--- config.mk ---
export PLATFORM = sky130hd
export DESIGN_NAME = uart_sdram_cmd
export DESIGN_NICKNAME = d
export VERILOG_FILES = /design/src/rtl/uart_sdram_pkg.sv /design/src/rtl/uart_sdram_byte_fifo.sv /design/src/rtl/uart_sdram_cmd.sv
export SDC_FILE = /design/constraint.sdc
export NUM_CORES = 1
export LEC_CHECK = 0
export ABC_AREA = 1
export BUFFER_PORTS_ARGS = -buffer_cell sky130_fd_sc_hd__buf_2
export CAP_MARGIN = 10
export CORE_MARGIN = 5
export CORE_UTILIZATION = 35
export CTS_CLUSTER_DIAMETER = 80
export DETAILED_ROUTE_END_ITERATION = 10
export HOLD_SLACK_MARGIN = 0.12
export REMOVE_ABC_BUFFERS = 1
export SYNTH_ARGS = -nofsm -noshare
export SYNTH_HDL_FRONTEND = slang
export SYNTH_SLANG_ARGS = --single-unit
--- constraint.sdc ---
create_clock -name sclk -period 2.2 [get_ports sclk]
set_input_delay 0.33 -clock sclk [delete_from_list [all_inputs] [get_ports sclk]]
set_output_delay 0.33 -clock sclk [all_outputs]
set_load 0.01 [all_outputs]
--- src/rtl/uart_sdram_pkg.sv ---
// rtl/uart_sdram_pkg.sv - shared FSM encodings, header defaults and FIFO sizing for the UART command front end
package uart_sdram_pkg;

    typedef enum logic [1:0] {
        ST_IDLE    = 2'd0,
        ST_WR_DATA = 2'd1,
        ST_WR_TRIG = 2'd2,
        ST_RD_WAIT = 2'd3
    } state_e;

    localparam logic [7:0] HDR_WR_DEF = 8'h55;
    localparam logic [7:0] HDR_RD_DEF = 8'hAA;

    function automatic int fifo_depth(input int aw);
        return 1 << aw;
    endfunction

endpackage

--- src/rtl/uart_sdram_byte_fifo.sv ---
// rtl/uart_sdram_byte_fifo.sv - first-word-fall-through byte FIFO with frame mark/rollback (rollback used under CMD_TIMEOUT_EN)
module uart_sdram_byte_fifo
    import uart_sdram_pkg::*;
#(
    parameter int FIFO_AW = 4
) (
    input  logic             clk,
    input  logic             rst,
    input  logic             push,
    input  logic [7:0]       din,
    input  logic             pop,
    input  logic             mark,
    input  logic             rollback,
    output logic [7:0]       dout,
    output logic             full,
    output logic             empty,
    output logic [FIFO_AW:0] count
);

    localparam int DEPTH = fifo_depth(FIFO_AW);
    localparam logic [FIFO_AW-1:0] PTR_ONE = 1;
    localparam logic [FIFO_AW:0]   CNT_ONE = 1;
    localparam logic [FIFO_AW:0]   CNT_FULL = (FIFO_AW+1)'(DEPTH);

    logic [7:0]         mem_q [DEPTH];
    logic [FIFO_AW-1:0] wr_ptr_q, wr_ptr_d;
    logic [FIFO_AW-1:0] rd_ptr_q, rd_ptr_d;
    logic [FIFO_AW-1:0] mark_ptr_q;
    logic [FIFO_AW:0]   count_q, count_d;
    logic [FIFO_AW-1:0] frame_len;
    logic               do_push, do_pop;

    assign empty     = (count_q == '0);
    assign full      = (count_q == CNT_FULL);
    assign count     = count_q;
    assign do_pop    = pop && !empty;
    // A push into a full FIFO still lands when the same cycle frees a slot
    assign do_push   = push && (!full || do_pop) && !rollback;
    assign frame_len = wr_ptr_q - mark_ptr_q;
    assign dout      = empty ? 8'h00 : mem_q[rd_ptr_q];

    always_comb begin
        wr_ptr_d = wr_ptr_q;
        rd_ptr_d = rd_ptr_q;
        count_d  = count_q;
        if (rollback) begin
            wr_ptr_d = mark_ptr_q;
            count_d  = count_q - {1'b0, frame_len};
        end else if (do_push) begin
            wr_ptr_d = wr_ptr_q + PTR_ONE;
            count_d  = count_q + CNT_ONE;
        end
        if (do_pop) begin
            rd_ptr_d = rd_ptr_q + PTR_ONE;
            count_d  = count_d - CNT_ONE;
        end
    end

    always_ff @(posedge clk) begin
        if (do_push) begin
            mem_q[wr_ptr_q] <= din;
        end
    end

    always_ff @(posedge clk or posedge rst) begin
        if (rst) begin
            wr_ptr_q   <= '0;
            rd_ptr_q   <= '0;
            mark_ptr_q <= '0;
            count_q    <= '0;
        end else begin
            wr_ptr_q <= wr_ptr_d;
            rd_ptr_q <= rd_ptr_d;
            count_q  <= count_d;
            if (mark) begin
                mark_ptr_q <= wr_ptr_q;
            end
        end
    end

endmodule

--- src/rtl/uart_sdram_cmd.sv ---
// rtl/uart_sdram_cmd.sv - UART byte parser producing SDRAM write frames/read requests; CMD_TIMEOUT_EN adds write-frame timeout
module uart_sdram_cmd
    import uart_sdram_pkg::*;
#(
    parameter int         WR_LEN      = 8,
    parameter int         RD_LEN      = 8,
    parameter int         FIFO_AW     = 4,
    parameter logic [7:0] HDR_WR      = HDR_WR_DEF,
    parameter logic [7:0] HDR_RD      = HDR_RD_DEF,
    parameter int         TIMEOUT_CYC = 1_000_000
) (
    input  logic       sclk,
    input  logic       s_rst,
    input  logic [7:0] rx_data,
    input  logic       rx_valid,
    output logic       wr_trig,
    output logic       rd_trig,
    input  logic       wfifo_rd_en,
    output logic [7:0] wfifo_rd_data,
    input  logic       rfifo_wr_en,
    input  logic [7:0] rfifo_wr_data,
    output logic [7:0] tx_data,
    output logic       tx_valid,
    input  logic       tx_ready,
    output logic       ovf_err
);

    localparam int DEPTH = fifo_depth(FIFO_AW);
    localparam int CNT_W = $clog2(WR_LEN + 1);
    localparam logic [CNT_W-1:0]  CNT_ONE  = 1;
    localparam logic [CNT_W-1:0]  CNT_LAST = CNT_W'(WR_LEN - 1);
    localparam logic [FIFO_AW:0]  RD_FILL_MAX = (FIFO_AW+1)'(DEPTH - RD_LEN);

    state_e           state_q;
    logic [CNT_W-1:0] cnt_q;
    logic             wr_trig_q, rd_trig_q, ovf_q;

    logic             idle_like, start_wr, start_rd;
    logic             wfifo_push, wfifo_pop, wfifo_full, wfifo_empty;
    logic             wfifo_mark, wfifo_rollback, tmo_fire;
    logic [FIFO_AW:0] wfifo_count;
    logic             rfifo_pop, rfifo_full, rfifo_empty;
    logic [FIFO_AW:0] rfifo_count;
    logic             rd_room_ok, ovf_set;
    logic             unused_bits;

    // WR_TRIG lasts one cycle and accepts a new command as though idle
    assign idle_like  = (state_q == ST_IDLE) || (state_q == ST_WR_TRIG);
    assign start_wr   = idle_like && rx_valid && (rx_data == HDR_WR);
    assign start_rd   = idle_like && rx_valid && (rx_data == HDR_RD);
    assign wfifo_push = (state_q == ST_WR_DATA) && rx_valid && !tmo_fire;
    assign wfifo_pop  = wfifo_rd_en && !wfifo_empty;
    assign rfifo_pop  = tx_valid && tx_ready;
    assign rd_room_ok = (rfifo_count <= RD_FILL_MAX);
    assign ovf_set    = (wfifo_push && wfifo_full && !wfifo_pop) ||
                        (rfifo_wr_en && rfifo_full && !rfifo_pop);

    assign wr_trig  = wr_trig_q;
    assign rd_trig  = rd_trig_q;
    assign ovf_err  = ovf_q;
    assign tx_valid = !rfifo_empty;
    assign unused_bits = ^wfifo_count;

`ifdef CMD_TIMEOUT_EN
    localparam int TMO_W = $clog2(TIMEOUT_CYC + 1);
    localparam logic [TMO_W-1:0] TMO_ONE  = 1;
    localparam logic [TMO_W-1:0] TMO_LAST = TMO_W'(TIMEOUT_CYC - 1);

    logic [TMO_W-1:0] tmo_q;

    assign tmo_fire       = (state_q == ST_WR_DATA) && !rx_valid && (tmo_q == TMO_LAST);
    assign wfifo_mark     = start_wr;
    assign wfifo_rollback = tmo_fire;

    always_ff @(posedge sclk or posedge s_rst) begin
        if (s_rst) begin
            tmo_q <= '0;
        end else if ((state_q != ST_WR_DATA) || rx_valid) begin
            tmo_q <= '0;
        end else begin
            tmo_q <= tmo_q + TMO_ONE;
        end
    end
`else
    logic unused_tmo;

    assign tmo_fire       = 1'b0;
    assign wfifo_mark     = 1'b0;
    assign wfifo_rollback = 1'b0;
    assign unused_tmo     = (TIMEOUT_CYC != 0);
`endif

    always_ff @(posedge sclk or posedge s_rst) begin
        if (s_rst) begin
            state_q   <= ST_IDLE;
            cnt_q     <= '0;
            wr_trig_q <= 1'b0;
            rd_trig_q <= 1'b0;
            ovf_q     <= 1'b0;
        end else begin
            wr_trig_q <= 1'b0;
            rd_trig_q <= 1'b0;
            if (ovf_set) begin
                ovf_q <= 1'b1;
            end
            case (state_q)
                ST_IDLE, ST_WR_TRIG: begin
                    state_q <= ST_IDLE;
                    if (start_wr) begin
                        state_q <= ST_WR_DATA;
                        cnt_q   <= '0;
                    end else if (start_rd) begin
                        state_q   <= ST_RD_WAIT;
                        rd_trig_q <= rd_room_ok;
                    end
                end
                ST_WR_DATA: begin
                    if (tmo_fire) begin
                        state_q <= ST_IDLE;
                    end else if (rx_valid) begin
                        cnt_q <= cnt_q + CNT_ONE;
                        if (cnt_q == CNT_LAST) begin
                            state_q   <= ST_WR_TRIG;
                            wr_trig_q <= 1'b1;
                        end
                    end
                end
                ST_RD_WAIT: begin
                    // rd_trig is raised while still in RD_WAIT, then we leave
                    if (rd_trig_q) begin
                        state_q <= ST_IDLE;
                    end else if (rd_room_ok) begin
                        rd_trig_q <= 1'b1;
                    end
                end
                default: state_q <= ST_IDLE;
            endcase
        end
    end

    uart_sdram_byte_fifo #(.FIFO_AW(FIFO_AW)) u_wfifo (
        .clk      (sclk),
        .rst      (s_rst),
        .push     (wfifo_push),
        .din      (rx_data),
        .pop      (wfifo_pop),
        .mark     (wfifo_mark),
        .rollback (wfifo_rollback),
        .dout     (wfifo_rd_data),
        .full     (wfifo_full),
        .empty    (wfifo_empty),
        .count    (wfifo_count)
    );

    uart_sdram_byte_fifo #(.FIFO_AW(FIFO_AW)) u_rfifo (
        .clk      (sclk),
        .rst      (s_rst),
        .push     (rfifo_wr_en),
        .din      (rfifo_wr_data),
        .pop      (rfifo_pop),
        .mark     (1'b0),
        .rollback (1'b0),
        .dout     (tx_data),
        .full     (rfifo_full),
        .empty    (rfifo_empty),
        .count    (rfifo_count)
    );

endmodule

After elaboration in Yosys (flattened, before gate mapping)
Memory sizes are Yosys's and may differ from the RTL's.
Cells that the tools add are included.
{"block": "totals", "word_cells": 93, "mem_bits_rw": 256, "n_memories": 2, "input_bits": 22, "out_inout_bits": 20, "regBits": 35}
{"name": "u_rfifo.mem_q", "words": 16, "word_bits": 8, "read_ports": 1, "rd_ports_with_merged_regs": 0, "write_ports": 1, "line_no": "uart_sdram_byte_fifo.sv:25", "text": "logic [7:0] mem_q [DEPTH];"}
{"name": "u_wfifo.mem_q", "words": 16, "word_bits": 8, "read_ports": 1, "rd_ports_with_merged_regs": 0, "write_ports": 1, "line_no": "uart_sdram_byte_fifo.sv:25"}
{"block": "classes", "order_cmp": 1, "addsub": 9, "muxes": 27, "n_reduce_logical": 31, "eq_ne": 12}
{"cell": "4-bit by 1-bit adder with 4-bit output, second input constant", "count": 5}
{"cell": "5-bit 2-to-1 mux", "count": 4}
{"cell": "8-bit 2-to-1 mux", "count": 2}
{"cell": "1-bit logical AND", "count": 14}
{"cell": "1-bit 2-to-1 mux", "count": 11}
{"cell": "5-bit by 1-bit adder with 5-bit output, second input constant", "count": 2}
{"cell": "5-bit equality test, second input constant", "count": 2}
{"cell": "5-bit zero test", "count": 2}
{"cell": "2-bit 2-to-1 mux", "count": 5}
{"cell": "5-bit by 1-bit subtractor with 5-bit output, second input constant", "count": 2}
{"cell": "8-bit by 7-bit equality test with 1-bit output, second input constant", "count": 1}
{"cell": "8-bit equality test, second input constant", "count": 1}
{"cell": "4-bit 2-to-1 mux", "count": 2}
{"cell": "4-bit one-hot mux with 2 select lines", "count": 1}
{"cell": "1-bit zero test", "count": 6}
{"cell": "2-bit != test, second input constant", "count": 3}
{"cell": "2-bit one-hot mux with 3 select lines", "count": 1}
{"cell": "3-bit AND reduction", "count": 2}
{"cell": "5-bit by 4-bit less-or-equal comparator with 1-bit output, second input constant", "count": 1}
{"cell": "2-bit equality test, second input constant", "count": 2}
{"cell": "4-bit by 3-bit equality test with 1-bit output, second input constant", "count": 1}
{"cell": "1-bit logical OR", "count": 4}
{"cell": "2-bit by 1-bit equality test with 1-bit output, second input constant", "count": 1}
{"cell": "2-bit zero test", "count": 1}
{"cell": "4 further kinds", "count": 4}

Longest topological paths before layout
Gate-level depths: netlist of the first run.
{"block": "depth", "depth_word": 9, "mapped_depth": 15, "depth_no_buf": 15}

Hierarchy
Synthesis of the first run repeated with hierarchy kept, for this count alone.
{"block": "hier_totals", "hier_cells": 1163, "area_unflattened_um2": 13382.8}
{"module": "uart_sdram_byte_fifo (u_wfifo)", "seq_area_each_um2": 4269.1, "n_inst": 1, "area_each_um2": 6409.9, "cells_per_inst": 531}
{"module": "uart_sdram_byte_fifo (u_rfifo)", "seq_area_each_um2": 4269.1, "n_inst": 1, "area_each_um2": 6401.1, "cells_per_inst": 547}
{"module": "uart_sdram_cmd", "seq_area_each_um2": 225.2, "n_inst": 1, "area_each_um2": 571.8, "cells_per_inst": 85}

Worst setup path before layout of the first run
No wires, ideal clock.
{"block": "synth_timing", "path_type": "register to register", "from": "reg u_rfifo.count_q[0] (netlist: u_rfifo.count[0])", "to": "mem u_rfifo.mem_q[0][0], enable pin", "path_slack_ps": 357, "path_stages_with_launch": 8, "setup_ps": 370, "arrival_ps": 1472, "required_ps": 1830, "path_buffers": 0, "path_cell_list": "dfrtp_1 -> inv_1 -> ha_1 -> nand3_4 -> nand2_8 -> inv_4 -> nand2_1 -> nor2_1"}
{"block": "synth_via", "elab_chain_len": 8, "word_cells_on_any_way": 10}
{"item": "from (decl)", "line_no": "uart_sdram_byte_fifo.sv:29", "text": "logic [FIFO_AW:0] count_q, count_d;"}
{"item": "from (signal assigned)", "line_no": "uart_sdram_byte_fifo.sv:74", "text": "count_q <= count_d;"}
{"item": "5-bit zero test", "line_no": "uart_sdram_byte_fifo.sv:33", "text": "assign empty = (count_q == '0);"}
{"item": "1-bit zero test", "line_no": "uart_sdram_byte_fifo.sv:36, uart_sdram_cmd.sv:61"}
{"item": "1-bit logical AND", "line_no": "uart_sdram_cmd.sv:53", "text": "assign rfifo_pop = tx_valid && tx_ready;"}
{"item": "1-bit logical AND", "line_no": "uart_sdram_byte_fifo.sv:36", "text": "assign do_pop = pop && !empty;"}
{"item": "1-bit logical OR (*)", "line_no": "uart_sdram_byte_fifo.sv:38", "text": "assign do_push = push && (!full || do_pop) && !rollback;"}
{"item": "1-bit logical AND (*)", "line_no": "uart_sdram_byte_fifo.sv:38"}
{"item": "1-bit 2-to-1 mux (*)", "line_no": "uart_sdram_byte_fifo.sv:60", "text": "if (do_push) begin"}
{"item": "1-bit 2-to-1 mux (not written as such) (*)", "line_no": "uart_sdram_byte_fifo.sv:61", "text": "mem_q[wr_ptr_q] <= din;"}
{"item": "to (decl)", "line_no": "uart_sdram_byte_fifo.sv:25"}
Mark *: on every way between the ends. The rest lies on a longest branch, timed or not.

Worst setup path after layout of the first run
{"block": "layout_timing", "from": "reg u_rfifo.rd_ptr_q[0]", "to": "out tx_data[1]"}
{"block": "layout_via", "elab_chain_len": 2}
{"item": "from (decl)", "line_no": "uart_sdram_byte_fifo.sv:27", "text": "logic [FIFO_AW-1:0] rd_ptr_q, rd_ptr_d;"}
{"item": "from (signal assigned)", "line_no": "uart_sdram_byte_fifo.sv:73", "text": "rd_ptr_q <= rd_ptr_d;"}
{"item": "memory 16 x 8 bit"}
{"item": "8-bit 2-to-1 mux", "line_no": "uart_sdram_byte_fifo.sv:40", "text": "assign dout = empty ? 8'h00 : mem_q[rd_ptr_q];"}
{"item": "to (decl)", "line_no": "uart_sdram_cmd.sv:22", "text": "output logic [7:0] tx_data,"}
Every way passes these cells.

==> reports/metrics.cfg, run 1 <==
[grt]
grt_util_met3 = 0.02192
grt_usage = 0.1518
grt_start_max_net_pins = 45
antenna_found_initial = 0
grt_overflow = 0
met1_usage = 0.2133
top_usage_layer = met2
grt_util_met2 = 0.2497
grt_first_pass_wirelength_um = 47350
grt_pass1_vias = 8335

[sta]
min_period_ns = 2.468
setup_slack_ns = -0.2682
fin_skew_ns = 0.01865
grt_setup_unrepaired = yes
drv_slew = 0
max_freq_mhz = 405.1
worst_pin_slew_ns = 0.6365
slew_headroom = 0.5752
period_share = 1.122
setup_viol = 16
hold_viol_final = 0

[pwr]
peakVddDrop_uv = 1006
p_sw_uw = 7977
pwr-share-comb = 0.435
p_per_area_nw_per_um2 = 1344
leakagePower_uw = 0.006045
pwr-share-clk = 0.239
seqPwrFrac = 0.326
internal_power_uw = 13340
swShare = 0.3742

[route]
drc = 0
dr.first_iter.drc_count = 536
wire_per_inst_um = 18.13
drt_wl_total_um = 31220
num_vias = 8598
drtPass1Iterations = 5
via_per_inst = 4.993
ant_nets = 0

[final_layout]
syn2layout_area_growth_pct = 26.46
antennaDiodeCount = 0
n_fill_cell = 3185
finalNonFillerCells = 1722
drive_above_1_share = 0.2784
post-route-util = 0.4469
final_area_um2 = 15860
fin_nets = 1279

[setup_path]
path_class = reg2out
cp.required_ns = 1.87
cp_max_fo = 11
start_kind = flop
end_kind = primary output
worstPathArrival_ns = 2.14

[synth]
synth_warnings = 0
syn_avg_cell_area_um2 = 11.17
async_reset_ff_frac = 0.1203
ys_seq_area_frac = 0.6829
synth_cell_type_count = 37
yosysTopAreaCell = edfxtp_1
ys_top_cells_by_count = 333 x nand2_1, 256 x edfxtp_1, 147 x nand3_1, 78 x nor2_1, 50 x a21oi_1
yosys-top-cells-area = edfxtp_1 61%, nand2_1 10%, dfrtp_1 7.0%, nand3_1 5.9%, nor2_1 2.3%
ys_seq_elements = 291
syn_inst = 1123
synthMostInstantiatedCell = nand2_1
netlist_area_um2 = 12540
synth_top_area_share = 0.6131
synth_ff_type = edfxtp_1
synth-edff-count = 256

[place]
pre_cts_ws_ns = 0.2233
place.gp.congestion = 0.7993
placed_area_um2 = 13540
dp.cells = 1630
port-buffer-count = 41
dp_hpwl_um = 18050

[clock_network]
cts_buffers = 31
cts_buffer_depth = 3
cts_tree = built
htree_levels = 1
clkLatencyLatePin_ns = 0.55
cts.sinks = 291
cts-root-buf = clkbuf_16
path_clk_slew_ns = 0.06

[flow_run]
cap_violations = 0

[outcome]
violations = negative setup slack
status = complete, but fails checks

[worst_hold_path]
hold_path_class = in2reg

[floorplan]
start_util = 0.3534
die-width_um = 199.3
fp.coreArea_um2 = 35480
io_pins = 42
fp-row-count = 69
die-area_um2 = 39710
chipHeight_um = 199.3

-- through the flow --
stage	power, uW	TNS, ns	hold slack [ns]
final	21320	-3.551	0.1638
after global routing	22600	-4.988	0.1462
after CTS	20010	-4.190	0.1362
after detailed placement	13710	0	0.4723
after global placement	13590	0	0.4692
after floorplan	11110	-10.47	0.4289
-- power by group through the flow --
stage	Clock [uW]	Sequential, uW	Combinational, uW
2_1_floorplan	0	7330	3780
3_3_place_gp	0	7010	6590
3_5_place_dp	0	7020	6680
4_1_cts	5210	6940	7860
5_1_grt	5470	7000	10100
6_report	5100	6940	9280
-- cells by family (layout without fill, tap and decap cells) --
group / after synthesis / in the layout / synth area share
compound gates: 97 / 97 / 0.04301
simple gates: 591 / 591 / 0.2022
xor+xnor: 20 / 20 / 0.01397
flops: 291 / 291 / 0.6829
fa+ha+maj: 17 / 17 / 0.01696
mux: 2 / 2 / 0.001597
buf+inv: 105 / 243 / 0.03941
-- layer usage --
layer | up-vias | part of all wire
met1 | 4207 | 0.44
met3 | 44 | 0.054
met2 | 233 | 0.48
met5 | - | 0
met4 | 0 | 0.021
li1 | 4114 | -
-- final cells by class --
type,instances,area [um2],area share
inverter,54,250.2,0.01578
clock buffer,40,809.5,0.05105
sequential,291,8566,0.5402
timing repair buffer,135,1379,0.08695
multi-input combinational,727,4094,0.2582
clock inverter,14,182.7,0.01152
tap,461,576.8,0.03637
-- sequential cells by signal, indices dropped and copies added (netlist names) --
register and cells:
rd_trig 1, cnt_q 4, u_rfifo.wr_ptr_q 4, state_q 2, u_rfifo.rd_ptr_q 4, u_wfifo.wr_ptr_q 4
u_wfifo.count 5, u_wfifo.rd_ptr_q 4, wr_trig 1, u_wfifo.mem_q 128, ovf_err 1, u_rfifo.count 5
u_rfifo.mem_q 128
-- path summary, 6_finish.rpt --
kind                                     start                  end  slack, ns  depth (start not counted)
max in group asynchronous                s_rst  u_wfifo.rd_ptr_q[0]       1.36                          4
setup reg to reg              u_rfifo.count[0]     u_rfifo.count[4]       0.26                         14
min in group asynchronous                s_rst  u_rfifo.wr_ptr_q[2]       0.44                          4
hold reg to reg                        ovf_err              ovf_err       0.48                          2
setup / recovery           u_rfifo.rd_ptr_q[0]           tx_data[1]      -0.27                          8
hold / removal                        rx_valid           state_q[1]       0.16                          3
-- repair_timing --
item                                    4_1_cts  5_1_grt
endpoints found under the hold margin        39        0
pin swaps                                    25       41
endpoints found under the setup margin       16       16
setup buffers                                13        9
gates cloned                                  7       11
hold buffers                                  4        0
gates resized for setup                      67      139
-- critical path, cell delays in order, from the launching register on --
cell,delay [ns]
dfrtp_2,0.41
buf_12,0.16
buf_12,0.13
clkbuf_16,0.17
nand2_1,0.08
a21oi_2,0.07
o31ai_2,0.31
a21oi_2,0.10
buf_2,0.15
-- cells in the final DEF, fill, tap and decap left out, drive strengths merged --
cell type    instances
nand2              342
edfxtp             256
nand3              150
buf                123
nor2                83
inv                 51
a21oi               51
clkbuf              48
dfrtp               35
o21ai               29
xor2                18
ha                  17
o31ai               16
nand4                9
clkinv               8
clkinvlp             5
bufinv               4
dlygate4sd3          4
nor3                 3
and2                 2
xnor2                2
mux2i                2
nor4                 1
o21bai               1
nand3b               1
No activity file was read; power rests on OpenSTA's default activity.
==> run 2: changes to the inputs <==
--- a/config.mk
+++ b/config.mk
@@ -5,7 +5,6 @@
 export SDC_FILE = /design/constraint.sdc
 export NUM_CORES = 1
 export LEC_CHECK = 0
-export ABC_AREA = 1
 export BUFFER_PORTS_ARGS = -buffer_cell sky130_fd_sc_hd__buf_2
 export CAP_MARGIN = 10
 export CORE_MARGIN = 5
==> reports/metrics.cfg, run 2 <==
[setup_path]
r2r_cells = 11  ; -3
timing.rr.start = u_rfifo.count[0]
slowest_stage = mux4_2
timing.rr.end = u_rfifo.count[4]
critPathMaxStageDelay_ns = 0.50  ; +0.09 ns
start_kind = flop
worstPathArrival_ns = 2.27  ; +0.13 ns
cp_num_buf_inv = 3  ; -1
critPathTopFamily = multiplexers
end_kind = primary output
cp.required_ns = 1.87  ; about the same
cp_max_fo = 6  ; -5
cp_cell_sequence = buf_12 -> buf_16 -> mux4_2 -> mux2i_2 -> o22ai_1 -> buf_2
path_class = reg2out
r2r_setup_slack_ns = 0.17  ; -0.09 ns

[grt]
grt_start_max_net_pins = 36  ; -20%
grt_overflow = 0  ; unchanged
antenna_found_initial = 0  ; unchanged
grt_first_pass_wirelength_um = 38320  ; -19%
grt_pass1_vias = 6518  ; -22%
grt_usage = 0.1283  ; -0.02346

[clock_network]
clkLatencyLatePin_ns = 0.55  ; about the same
cts-root-buf = clkbuf_16
path_clk_slew_ns = 0.06  ; about the same
cts_buffers = 31  ; unchanged
htree_levels = 1  ; unchanged
cts_buffer_depth = 3  ; unchanged
cts.sinks = 291  ; unchanged
cts_tree = built

[flow_run]
cap_violations = 0  ; unchanged

[synth]
synth_ff_type = edfxtp_1
yosys-top-cells-area = edfxtp_1 64%, mux4_2 12%, dfrtp_1 7.3%, mux2i_1 2.9%, ha_1 1.8%
yosysTopAreaCell = edfxtp_1
ys_top_cells_by_count = 256 x edfxtp_1, 64 x mux4_2, 35 x dfrtp_1, 35 x mux2i_1, 25 x nand2_1
syn_inst = 619  ; -45%
synthMostInstantiatedCell = edfxtp_1
syn_avg_cell_area_um2 = 19.29  ; +73%
ys_seq_area_frac = 0.7170  ; +0.03413
netlist_area_um2 = 11940  ; -4.8%
synth_top_area_share = 0.6437  ; +0.03064
synth-edff-count = 256  ; unchanged
synth_warnings = 0  ; unchanged
synth_cell_type_count = 52  ; +41%
async_reset_ff_frac = 0.1203  ; unchanged
ys_seq_elements = 291  ; unchanged

[final_layout]
finalNonFillerCells = 1204  ; -30%
antennaDiodeCount = 0  ; unchanged
layout_common_cells = 256 x edfxtp_1, 64 x mux4_2, 45 x buf_4
post-route-util = 0.4309  ; -0.01605
syn2layout_area_growth_pct = 21.28
layout_commonest_cell = edfxtp_1
drive_above_1_share = 0.3598  ; +0.08144
fin_nets = 775  ; -39%
biggestRegsByFlops = u_rfifo.mem_q: 128 flops, u_wfifo.mem_q: 128 flops

[pwr]
peakVddDrop_uv = 716.4  ; -29%
leakagePower_uw = 0.004976  ; -18%
p_per_area_nw_per_um2 = 1263  ; -6.0%

[floorplan]
start_util = 0.3553  ; +0.001871
die-area_um2 = 37920  ; -4.5%
chipHeight_um = 194.7  ; -2.3%
fp-row-count = 67  ; -2.9%
io_pins = 42  ; unchanged
fp.coreArea_um2 = 33620  ; -5.3%
die-width_um = 194.7  ; -2.3%

[sta]
hold_viol_final = 0  ; unchanged
setup_viol = 16  ; unchanged
slew_headroom = 0.6151  ; +0.03995
drv_slew = 0  ; unchanged
fin_tns_setup_ns = -5.700  ; -2.149 ns
whs_ns = 0.1482  ; -0.01554 ns
fin_skew_ns = 0.02227  ; +0.003624 ns
worst_pin_slew_ns = 0.5773  ; -0.05922 ns
period_share = 1.184  ; +0.06198
setup_slack_ns = -0.4046  ; -0.1364 ns
max_freq_mhz = 383.9  ; -5.2%
grt_setup_unrepaired = yes
min_period_ns = 2.605  ; +0.1364 ns

[route]
drt_wl_total_um = 24550  ; -21%
wire_per_inst_um = 20.39  ; +12%
num_vias = 6024  ; -30%
dr.first_iter.drc_count = 344  ; -36%
drtPass1Iterations = 4  ; -1
drc = 0  ; unchanged
ant_nets = 0  ; unchanged
via_per_inst = 5.003  ; +0.21%

[place]
dp_hpwl_um = 15580  ; -14%
port-buffer-count = 41  ; unchanged
place.gp.congestion = 0.7780  ; -2.7%
dp.cells = 1130  ; -31%

[outcome]
status = complete, but fails checks
violations = negative setup slack

[worst_hold_path]
holdPathStages = 4  ; +1
hp-start = tx_ready
hold_path_class = in2reg
hold_end = ovf_err

==> run 2: area by class of cell <==
type,count,area [um2]
Timing Repair Buffer,114,1044
Tap cell,448,560.5
Inverter,12,45.04
Sequential cell,291,8566
Clock buffer,38,802.0
Multi-Input combinational cell,286,3387
Fill cell,2927,19130
Clock inverter,15,80.08
==> run 2: worst max path at each step <==
stage / start / endpoint / slack, ns / cells past startpoint
final: u_wfifo.rd_ptr_q[0] / wfifo_rd_data[0] / -0.40 / 6
after global routing: u_rfifo.rd_ptr_q[0] / tx_data[6] / -0.48 / 6
after CTS: u_rfifo.rd_ptr_q[0] / tx_data[7] / -0.44 / 6
after detailed placement: u_rfifo.count[1] / u_rfifo.count[4] / 0.01 / 11
after global placement: u_rfifo.count[1] / tx_data[6] / 0.1 / 7
after floorplan: u_rfifo.rd_ptr_q[0] / tx_data[6] / -0.49 / 3
==> run 2: what timing repair did <==
item | CTS | global route
gates cloned | 5 | 1
pin swaps | 4 | 5
hold endpoints to repair | 40 | 0
hold buffers | 3 | 0
resized for setup | 41 | 24
endpoints found under the setup margin | 18 | 52
buffers inserted | 9 | 4
==> run 2: through the flow <==
step | area, um2 | setup WS, ns | total power [uW]
2_1_floorplan | 11770 | -0.4926 | 10610
6_report | 14480 | -0.4046 | 18290
4_1_cts | 14340 | -0.4371 | 18220
3_3_place_gp | 13060 | 0.09529 | 12490
5_1_grt | 14480 | -0.4836 | 19260
3_5_place_dp | 13060 | 0.01390 | 12680
==> run 2: routing by layer <==
metal / share of wire / vias to the layer above / wire length, um / global-route usage
met2: 0.53 / 129 / 12970 / 0.2290
met3: 0.045 / 42 / 1117 / 0.02233
met1: 0.40 / 3145 / 9884 / 0.1618
li1: - / 2708 / - / -
met5: 0 / - / 0 / 0
met4: 0.023 / 0 / 577 / 0.03490
==> run 2: kinds of logic after synthesis <==
| group | share of synthesized area |
|---|---|
| DFF | 0.7170 |
| and+or+nand+nor | 0.05521 |
| muxes | 0.1510 |
| buffers and inverters | 0.01802 |
| AOI/OAI and AO/OA | 0.01980 |
| xor gates and xnor gates | 0.02116 |
| adders and majority gates | 0.01781 |
==> run 2: power by group <==
| part | internal (uW) | leakage (uW) | switching [uW] |
|---|---|---|---|
| clock network | 2570 | 0.000430 | 2000 |
| logic | 3460 | 0.00181 | 3160 |
| registers | 6590 | 0.00273 | 506 |
==> run 2: worst reg2reg max path, stage by stage, from the launching register on <==
cell       delay, ns
dfrtp_1         0.39
inv_2           0.07
ha_4            0.17
nor2b_2         0.16
a21boi_2        0.14
buf_6           0.17
nor2_1          0.07
a21oi_2         0.15
ha_2            0.21
inv_1           0.03
nand4bb_2       0.21
xnor2_1         0.14
==> run 3: changes to the inputs <==
--- a/config.mk
+++ b/config.mk
@@ -12,7 +12,6 @@
 export CTS_CLUSTER_DIAMETER = 80
 export DETAILED_ROUTE_END_ITERATION = 10
 export HOLD_SLACK_MARGIN = 0.12
-export REMOVE_ABC_BUFFERS = 1
 export SYNTH_ARGS = -nofsm -noshare
 export SYNTH_HDL_FRONTEND = slang
 export SYNTH_SLANG_ARGS = --single-unit
==> reports/metrics.cfg, run 3 (synthesis gave the netlist of run 2 again) <==
[outcome]
status = complete, but fails checks
violations = negative setup slack

[clock_network]
cts_buffers = 30  ; -3.2%
clkLatencyLatePin_ns = 0.56  ; about the same
cts_buffer_depth = 3  ; unchanged
path_clk_slew_ns = 0.06  ; about the same
cts_tree = built
cts-root-buf = clkbuf_16
htree_levels = 1  ; unchanged
cts.sinks = 291  ; unchanged

[sta]
fin_tns_setup_ns = -5.590  ; +0.1100 ns
setup_viol = 16  ; unchanged
worst_pin_slew_ns = 0.5245  ; -0.05283 ns
slew_headroom = 0.6456  ; +0.03045
hold_viol_final = 0  ; unchanged
fin_skew_ns = 0.02498  ; +0.002708 ns
whs_ns = 0.1579  ; +0.009641 ns
min_period_ns = 2.580  ; -0.02449 ns
grt_setup_unrepaired = yes
max_freq_mhz = 387.6  ; +0.95%
setup_slack_ns = -0.3801  ; +0.02449 ns
period_share = 1.173  ; -0.01113
drv_slew = 0  ; unchanged

[grt]
grt_overflow = 0  ; unchanged
grt_pass1_vias = 6642  ; +1.9%
grt_first_pass_wirelength_um = 39710  ; +3.6%
grt_usage = 0.1339  ; +0.005531
antenna_found_initial = 0  ; unchanged
grt_start_max_net_pins = 36  ; unchanged

[route]
drtPass1Iterations = 4  ; unchanged
drt_wl_total_um = 26040  ; +6.1%
ant_nets = 0  ; unchanged
via_per_inst = 5.063  ; +1.2%
num_vias = 6156  ; +2.2%
dr.first_iter.drc_count = 312  ; -9.3%
drc = 0  ; unchanged
wire_per_inst_um = 21.41  ; +5.0%

[setup_path]
end_kind = primary output
cp_max_fo = 6  ; unchanged
r2r_setup_slack_ns = 0.03  ; -0.14 ns
cp.required_ns = 1.87  ; about the same
timing.rr.end = u_wfifo.mem_q[6][5]
r2r_cells = 9  ; -2
start_kind = flop
timing.rr.start = u_wfifo.count[0]
path_class = reg2out
worstPathArrival_ns = 2.25  ; -0.02 ns

[place]
placed_area_um2 = 13160  ; +0.77%
dp_hpwl_um = 16220  ; +4.2%
place.gp.congestion = 0.8044  ; +3.4%
port-buffer-count = 41  ; unchanged
pre_cts_ws_ns = -0.03877  ; -0.05267 ns

[floorplan]
chipHeight_um = 194.7  ; unchanged
io_pins = 42  ; unchanged
die-width_um = 194.7  ; unchanged
fp-row-count = 67  ; unchanged
fp.coreArea_um2 = 33620  ; unchanged
start_util = 0.3553  ; unchanged
die-area_um2 = 37920  ; unchanged

[worst_hold_path]
hold_path_class = in2reg
hold_end = u_rfifo.mem_q[6][4]
hp-start = rfifo_wr_data[4]
holdPathStages = 1  ; -3

[final_layout]
drive_above_1_share = 0.3677  ; +0.007878
fin_nets = 783  ; +1.0%
syn2layout_area_growth_pct = 22.26
layout_commonest_cell = edfxtp_1
n_fill_cell = 2877  ; -1.7%
biggestRegsByFlops = u_rfifo.mem_q: 128 flops, u_wfifo.mem_q: 128 flops
final_area_um2 = 14600  ; +0.81%
layout_common_cells = 256 x edfxtp_1, 64 x mux4_2, 47 x buf_4

[pwr]
peakVddDrop_uv = 758.2  ; +5.8%
pwr-share-clk = 0.257  ; +0.007
leakagePower_uw = 0.005048  ; +1.4%
p_sw_uw = 5707  ; +0.62%
seqPwrFrac = 0.386  ; -0.002
pwr-share-comb = 0.357  ; -0.005
internal_power_uw = 12600  ; -0.16%
p_per_area_nw_per_um2 = 1254  ; -0.72%
swShare = 0.3117  ; +0.001654

[flow_run]
cap_violations = 0  ; unchanged

[synth]
synth_nets = 658

run 3: cell types whose count changed in the layout (fill, tap and decap cells not counted), sizes merged:
| cell | change |
|---|---|
| buf | +8 |
| clkinv | +2 |
| bufinv | +1 |
| clkbuf | -1 |
| clkinvlp | +1 |
| diode | +1 |
| dlygate4sd3 | +1 |
| inv | -1 |
run 3: power by group through the flow:
stage / clock network [uW] / logic (uW) / registers [uW]
6_report: 4700 / 6540 / 7070
5_1_grt: 5090 / 7030 / 7130
4_1_cts: 4820 / 6280 / 7050
3_5_place_dp: 0 / 5580 / 7140
3_3_place_gp: 0 / 5480 / 7090
2_1_floorplan: 0 / 3860 / 6960
run 3: per-stage QoR:
step	utilization	cells	power (uW)
final	0.4344	1216	18310
after global routing	0.4343	1215	19250
after CTS	0.4279	1207	18160
after detailed placement	0.3914	1141	12720
after global placement	0.3914	1141	12580
after floorplan	-	619	10820
run 3: per-layer routing:
| layer | global-route usage | vias to the layer above | wire length [um] |
|---|---|---|---|
| met2 | 0.2356 | 144 | 13380 |
| met5 | 0 | - | 0 |
| met1 | 0.1738 | 3237 | 10990 |
| li1 | - | 2736 | - |
| met3 | 0.02493 | 39 | 1285 |
| met4 | 0.02891 | 0 | 381 |
run 3: critical path, cell delays in order, from the launching register on:
cell,delay [ns]
dfrtp_2,0.45
buf_12,0.15
buf_16,0.13
mux4_2,0.50
mux2i_1,0.21
o22ai_2,0.11
buf_2,0.16
run 3: worst max-delay path by stage:
stage / from / to / slack [ns] / cells after the start
floorplan: u_rfifo.count[0] / u_rfifo.mem_q[0][0] / -0.13 / 7
CTS: u_rfifo.rd_ptr_q[0] / tx_data[3] / -0.44 / 5
global placement: u_rfifo.count[1] / u_rfifo.mem_q[11][2] / -0.04 / 8
global route: u_rfifo.rd_ptr_q[0] / tx_data[6] / -0.49 / 5
finish: u_wfifo.rd_ptr_q[0] / wfifo_rd_data[7] / -0.38 / 6
detailed placement: u_rfifo.count[1] / u_rfifo.mem_q[11][2] / -0.04 / 8
run 3: area by class of cell:
cell class / count / area, um2 / area share
Inverter: 12 / 45.04 / 0.003085
Clock buffer: 37 / 777.0 / 0.05321
Timing Repair Buffer: 123 / 1130 / 0.07738
Antenna cell: 1 / 2.502 / 0.0001714
Clock inverter: 18 / 145.1 / 0.009940
Tap cell: 448 / 560.5 / 0.03839
Sequential cell: 291 / 8566 / 0.5866
Multi-Input combinational cell: 286 / 3376 / 0.2312
run 3: timing repair:
item	4_1_cts	5_1_grt
pin swaps	2	7
hold endpoints to repair	43	0
endpoints found under the setup margin	30	52
hold buffers	4	0
gates cloned	4	1
setup buffers	3	9
resized for setup	27	37
